`config.mk`:
```
export PLATFORM = sky130hd
export DESIGN_NAME = fetch_unit
export DESIGN_NICKNAME = d
export VERILOG_FILES = /design/src/rtl/fetch_unit_pkg.sv /design/src/rtl/fetch_unit_pc_select.sv /design/src/rtl/fetch_unit.sv
export SDC_FILE = /design/constraint.sdc
export NUM_CORES = 1
export LEC_CHECK = 0
export BUFFER_PORTS_ARGS = -buffer_cell sky130_fd_sc_hd__buf_2
export CAP_MARGIN = 15
export CORE_MARGIN = 2
export CORE_UTILIZATION = 50
export CTS_CLUSTER_DIAMETER = 80
export DETAILED_ROUTE_END_ITERATION = 12
export PLACE_DENSITY = 0.8
export SLEW_MARGIN = 30
export SYNTH_ARGS = -nofsm -noshare
export SYNTH_HDL_FRONTEND = slang
export SYNTH_SLANG_ARGS = --single-unit
```
`constraint.sdc`:
```
create_clock -name clk -period 3.08 [get_ports clk]
set_input_delay 0.308 -clock clk [delete_from_list [all_inputs] [get_ports clk]]
set_output_delay 0.308 -clock clk [all_outputs]
set_load 0.01 [all_outputs]
```
`src/rtl/fetch_unit_pkg.sv`:
```
// Shared types for the instruction-fetch stage: bus request/response, F/D payload,
// FSM state and next-PC select encoding.
package fetch_unit_pkg;

    localparam logic [63:0] PC_RESET = 64'h8000_0000;

    typedef enum logic [0:0] {
        ST_FETCH = 1'b0,
        ST_HOLD  = 1'b1
    } fetch_state_t;

    typedef enum logic [1:0] {
        PC_SEL_HOLD  = 2'd0,
        PC_SEL_INC   = 2'd1,
        PC_SEL_REDIR = 2'd2,
        PC_SEL_PEND  = 2'd3
    } pc_sel_t;

    typedef struct packed {
        logic        valid;
        logic [63:0] addr;
    } ibus_req_t;

    typedef struct packed {
        logic        addr_ok;
        logic        data_ok;
        logic [31:0] data;
    } ibus_resp_t;

    typedef struct packed {
        logic        valid;
        logic [63:0] pc;
        logic [31:0] raw_instr;
        logic        misalign;
    } fetch_data_t;

endpackage

```
`src/rtl/fetch_unit_pc_select.sv`:
```
// Next-PC mux: hold, sequential pc+4, live redirect target or latched pending target.
module fetch_unit_pc_select
    import fetch_unit_pkg::*;
(
    input  pc_sel_t     i_sel,
    input  logic [63:0] i_pc,
    input  logic [63:0] i_redirect_pc,
    input  logic [63:0] i_redir_pc,
    output logic [63:0] o_pc_nxt
);

    always_comb begin
        o_pc_nxt = i_pc;
        case (i_sel)
            PC_SEL_HOLD:  o_pc_nxt = i_pc;
            PC_SEL_INC:   o_pc_nxt = i_pc + 64'd4;
            PC_SEL_REDIR: o_pc_nxt = i_redirect_pc;
            PC_SEL_PEND:  o_pc_nxt = i_redir_pc;
            default:      o_pc_nxt = i_pc;
        endcase
    end

endmodule

```
`src/rtl/fetch_unit.sv`:
```
// Instruction-fetch stage: one outstanding ibus request, captured word held for the
// F/D register, wrong-path words (including in-flight ones) discarded on redirect.
module fetch_unit
    import fetch_unit_pkg::*;
#(
    parameter logic [63:0] RESET_PC = PC_RESET
)
(
    input  logic         clk,
    input  logic         reset,
    output ibus_req_t    ireq,
    input  ibus_resp_t   iresp,
    input  logic         redirect_valid,
    input  logic [63:0]  redirect_pc,
    input  logic         f_accept,
    output fetch_data_t  dataF_nxt,
    output logic         fetch_busy,
    output fetch_state_t o_dbg_state
);

    // Downstream handshake: dataF_nxt.valid is held high with stable payload until the
    // cycle f_accept=1 (or a redirect drops it); ireq holds valid/addr until data_ok.
    fetch_state_t r_state;
    logic [63:0]  r_pc;
    logic [31:0]  r_ibuf;
    logic         r_misalign;
    logic         r_redir_pend;
    logic [63:0]  r_redir_pc;

    fetch_state_t w_state_nxt;
    logic [31:0]  w_ibuf_nxt;
    logic         w_misalign_nxt;
    logic         w_pend_nxt;
    logic [63:0]  w_redir_pc_nxt;
    pc_sel_t      w_pc_sel;
    logic [63:0]  w_pc_nxt;
    logic         w_pc_misaligned;
    logic         w_req_valid;
    logic         w_unused_addr_ok;

    assign w_pc_misaligned  = (r_pc[1:0] != 2'b00);
    assign w_unused_addr_ok = iresp.addr_ok;

    always_comb begin
        w_state_nxt    = r_state;
        w_ibuf_nxt     = r_ibuf;
        w_misalign_nxt = r_misalign;
        w_pend_nxt     = r_redir_pend;
        w_redir_pc_nxt = r_redir_pc;
        w_pc_sel       = PC_SEL_HOLD;
        case (r_state)
            ST_FETCH: begin
                if (w_pc_misaligned) begin
                    // No bus access was made, so a redirect here can restart directly.
                    if (redirect_valid) begin
                        w_pc_sel = PC_SEL_REDIR;
                    end else begin
                        w_state_nxt    = ST_HOLD;
                        w_misalign_nxt = 1'b1;
                        w_ibuf_nxt     = 32'd0;
                    end
                end else if (iresp.data_ok) begin
                    if (redirect_valid) begin
                        w_pc_sel   = PC_SEL_REDIR;
                        w_pend_nxt = 1'b0;
                    end else if (r_redir_pend) begin
                        w_pc_sel   = PC_SEL_PEND;
                        w_pend_nxt = 1'b0;
                    end else begin
                        w_ibuf_nxt     = iresp.data;
                        w_misalign_nxt = 1'b0;
                        w_state_nxt    = ST_HOLD;
                    end
                end else if (redirect_valid) begin
                    w_pend_nxt     = 1'b1;
                    w_redir_pc_nxt = redirect_pc;
                end
            end
            ST_HOLD: begin
                if (redirect_valid) begin
                    w_pc_sel    = PC_SEL_REDIR;
                    w_state_nxt = ST_FETCH;
                end else if (f_accept) begin
                    w_pc_sel    = PC_SEL_INC;
                    w_state_nxt = ST_FETCH;
                end
            end
            default: begin
                w_state_nxt = ST_FETCH;
            end
        endcase
    end

    fetch_unit_pc_select u_pc_select (
        .i_sel         (w_pc_sel),
        .i_pc          (r_pc),
        .i_redirect_pc (redirect_pc),
        .i_redir_pc    (r_redir_pc),
        .o_pc_nxt      (w_pc_nxt)
    );

    always_ff @(posedge clk or negedge reset) begin
        if (!reset) begin
            r_state      <= ST_FETCH;
            r_pc         <= RESET_PC;
            r_ibuf       <= 32'd0;
            r_misalign   <= 1'b0;
            r_redir_pend <= 1'b0;
            r_redir_pc   <= 64'd0;
        end else begin
            r_state      <= w_state_nxt;
            r_pc         <= w_pc_nxt;
            r_ibuf       <= w_ibuf_nxt;
            r_misalign   <= w_misalign_nxt;
            r_redir_pend <= w_pend_nxt;
            r_redir_pc   <= w_redir_pc_nxt;
        end
    end

    // Outputs are gated by reset so they clear the instant reset asserts.
    assign w_req_valid = reset && (r_state == ST_FETCH) && !w_pc_misaligned;

    always_comb begin
        ireq.valid = w_req_valid;
        ireq.addr  = reset ? r_pc : 64'd0;
    end

    always_comb begin
        dataF_nxt = '0;
        if (reset && (r_state == ST_HOLD)) begin
            dataF_nxt.valid     = 1'b1;
            dataF_nxt.pc        = r_pc;
            dataF_nxt.raw_instr = r_ibuf;
            dataF_nxt.misalign  = r_misalign;
        end
    end

    assign fetch_busy  = w_req_valid && !iresp.data_ok;
    assign o_dbg_state = r_state;

endmodule

```
==> run_results.csv <==
group,metric,value,unit
setup_path,cpPeakStageDelay,0.55,ns
synth,yosysWarnings,0,
synth,synth-edff-count,0,
global_route,top_usage_layer,"met2",
synth,syn_area,9770,sq um
power_and_ir_drop,total_leakage_power,5.86,nW
synth,synth_nets,1189,
synth,synth-simple-area-share,27.6,%
global_route,grt_usage,30.0,%
sta,relSlewSlack,48.5,%
global_route,grt_pass1_vias,9217,
layout,fin_nets,1421,
clock_tree,cts_made_buffers,17,
clock_tree,cts_buffer_depth,2,
layout,fillers,1655,
floorplanning,die_h,144,um
setup_path,worstRegToRegCells,6,
route,remaining_drc_errors,0,
synth,synth_ff_type,"dfrtp_1",
setup_path,path_class,"flip-flop to flip-flop",
sta,rsz0062_at_grt,"false",
setup_path,critPathMaxFanout,11,
layout,drive_gt1_share,32.2,%
floorplanning,num_rows,51,
synth,synth_fa_ha_area_share,0.128,%
setup_path,path_common_cell,"a21o_1",
power_and_ir_drop,power_density,864,nW/um^2
global_route,grt_use_met3,7.53,%
place,gp_congestion,0.974,
synth,synth_top_area_share,41.5,%
min_path,hp-start,"iresp[22]",
clock_tree,cts_tree,"done",
clock_tree,clkSlewWorstSetupHoldPaths,0.06,ns
synth,synth_xor_area_share,0.627,%
synth,ys_top_cells_by_area,"dfrtp_1 41%, and3_1 7.6%, mux2_2 7.4%",
sta,fmax,384,MHz
setup_path,r2r-start,"r_pc[0]$_DFFE_PN0P_",
global_route,grt_pass1_wl,48500,um
route,vias,9905,
place,io_buffer_count,265,
route,vias_per_cell,6.20,
synth,syn_inst,1086,
route,drt_wl_total,31500,um
min_path,worstHoldEndpoint,"r_ibuf[22]$_DFFE_PN0P_",
route,dr.pass1.iters,6,
synth,yosys-mux-area-fraction,7.59,%
setup_path,crit_required,3.39,ns
outcome,outcome,"complete, no violations",
sta,fin_crit,2.61,ns
layout,design_area,12000,sq um
global_route,grt_max_degree,100,
setup_path,start_kind,"flip-flop",
global_route,overflow,0,
floorplanning,coreArea,19300,sq um
clock_tree,htreeDepth,4,
sta,drv_slew,0,
synth,synthArstFlopShare,100,%
sta,hold_viol,0,
place,dp_hpwl,22300,um
clock_tree,cts_num_sinks,163,
sta,worst_pin_slew,0.770,ns
synth,synth_top_family_by_area,"simple AND/OR/NAND/NOR gates",
setup_path,worstPathArrival,2.92,ns
floorplanning,initial_core_util,50.6,%
synth,synth_compound_area_share,17.8,%
setup_path,worstPathCellList,"nor4b_4 > a21o_1 > nand2_1 > nor4_1 > a21o_1 > a21oi_1",
flow_run,cap_violations,0,
layout,syn_to_final_growth,23.2,%
setup_path,r2r_end,"r_pc[56]$_DFFE_PN0P_",
clock_tree,clk_latency,0.44,ns
min_path,worstHoldPathCells,2,
floorplanning,design.portCount,267,
sta,finalSetupViolCount,0,
setup_path,slowest_stage,"nor4_1",
clock_tree,root_buffer,"clkbuf_16",
sta,timing.setup.tns,0,ns
synth,ys_seq_elements,163,
setup_path,reg2reg_slack,0.47,ns
sta,fin_crit_sh,84.6,%
global_route,gr-usage-met2,47.8,%
global_route,antenna_found_initial,3,
synth,yosys.area.top_type,"dfrtp_1",
power_and_ir_drop,ir_drop,502,uV
synth,ys_seq_area_share,41.7,%
floorplanning,die_area,20700,sq um
route,drtIter0Drc,1000,
floorplanning,fp.dieW,144,um
place,placedInstanceArea,11400,sq um
synth,postSynthAreaPerCell,9.00,sq um
min_path,hold_class,"primary input to flip-flop",
layout,final_cell_mix,"264 x buf_2, 161 x dfrtp_1, 119 x and3_1, 79 x nand2_1, 72 x a21oi_1",
global_route,met1_usage,39.3,%
setup_path,endpoint_kind,"flip-flop",
route,drtAntennaViolNets,0,
synth,yosysUniqueCellTypes,78,
layout,final_common_cell,"buf_2",
sta,skew,0.0110,ns
route,wl_per_cell,19.7,um
cell usage after synthesis, types with 4 or more instances:
cell	instances
nand2_1	80
nand4_1	21
nor2b_1	4
a21o_1	4
a22oi_1	5
a22o_1	32
a31oi_1	14
o21ai_1	5
o31ai_1	5
a211oi_1	14
o32a_1	5
inv_1	9
buf_4	6
buf_2	21
a21oi_1	72
nor3_1	34
and4_1	4
dfrtp_1	162
mux2_2	64
nand3_1	49
o21a_1	10
a221oi_1	7
xor2_1	4
nand2b_1	4
o21ai_0	50
a32oi_1	4
and2_1	71
nor2_1	64
and3_1	119
clkbuf_1	62
nor4_1	13
flip-flops by register name, summed over array words and instances (netlist names):
register,flops
r_redir_pend,1
r_redir_pc,64
o_dbg_state,1
r_ibuf,32
r_misalign,1
r_pc,64
stage by stage:
| step | setup slack [ns] | hold WS, ns | utilization, % | power (mW) | instances |
|---|---|---|---|---|---|
| detailed placement | 0.518 | 0.258 | 59.1 | 8.16 | 1563 |
| finish | 0.474 | 0.0977 | 62.3 | 10.4 | 1598 |
| global placement | 0.583 | 0.253 | 59.1 | 7.99 | 1563 |
| floorplan | 0.951 | 0.0124 | - | 6.70 | 1086 |
| global route | 0.283 | 0.0915 | 62.3 | 11.0 | 1598 |
| CTS | 0.503 | 0.0854 | 62.3 | 10.4 | 1596 |
layout make-up:
cell class	count	area [sq um]	area share [%]
Antenna cell	2	5.00	0.0415
Clock buffer	19	453	3.76
Clock inverter	13	149	1.24
Inverter	9	33.8	0.280
Multi-Input combinational cell	821	5300	44.0
Sequential cell	163	4080	33.9
Tap cell	265	332	2.75
Timing Repair Buffer	306	1700	14.1
worst max path at each step:
stage,startpoint,endpoint,cells after the start
after global routing,r_pc[0]$_DFFE_PN0P_,r_pc[10]$_DFFE_PN0P_,6
after global placement,r_pc[4]$_DFFE_PN0P_,r_pc[61]$_DFFE_PN0P_,6
final,r_pc[0]$_DFFE_PN0P_,r_pc[56]$_DFFE_PN0P_,6
after floorplan,r_pc[4]$_DFFE_PN0P_,r_pc[61]$_DFFE_PN0P_,8
after detailed placement,r_pc[0]$_DFFE_PN0P_,r_pc[10]$_DFFE_PN0P_,6
after CTS,r_pc[0]$_DFFE_PN0P_,r_pc[10]$_DFFE_PN0P_,6
report_power, final:
group,total [mW],internal [mW],switching [mW]
Clock,2.18,1.25,0.930
Combinational,3.86,1.81,2.06
Sequential,4.36,3.19,1.18
Total,10.4,6.24,4.16
logic make-up (layout without fill, tap and decap cells):
| kind of cell | count (synthesis) | count (layout) |
|---|---|---|
| muxes | 66 | 66 |
| AOI/OAI and AO/OA | 260 | 260 |
| buffers and inverters | 102 | 347 |
| other | 0 | 2 |
| DFF | 163 | 163 |
| and+or+nand+nor | 487 | 487 |
| adders and majority gates | 1 | 1 |
| xor gates and xnor gates | 7 | 7 |
metal layers:
layer	share of wire, %	vias to the layer above	routed length, um
met4	3.3	2	1020
met1	41	4744	12800
met5	0.054	-	17
met3	10	95	3170
met2	46	586	14500
li1	-	4478	-
worst max-delay path: cells and delay by family, from the launching register on:
family | cells | cell delay [ns]
AOI/OAI and AO/OA | 3 | 0.73
and+or+nand+nor | 3 | 1.22
DFF | 1 | 0.54
timing repair:
item,in CTS,in global routing
resized for setup,0,0
setup buffers,0,0
hold endpoints to repair,33,0
hold buffers,1,0
Note: power is estimated with default switching activity, not from simulation.
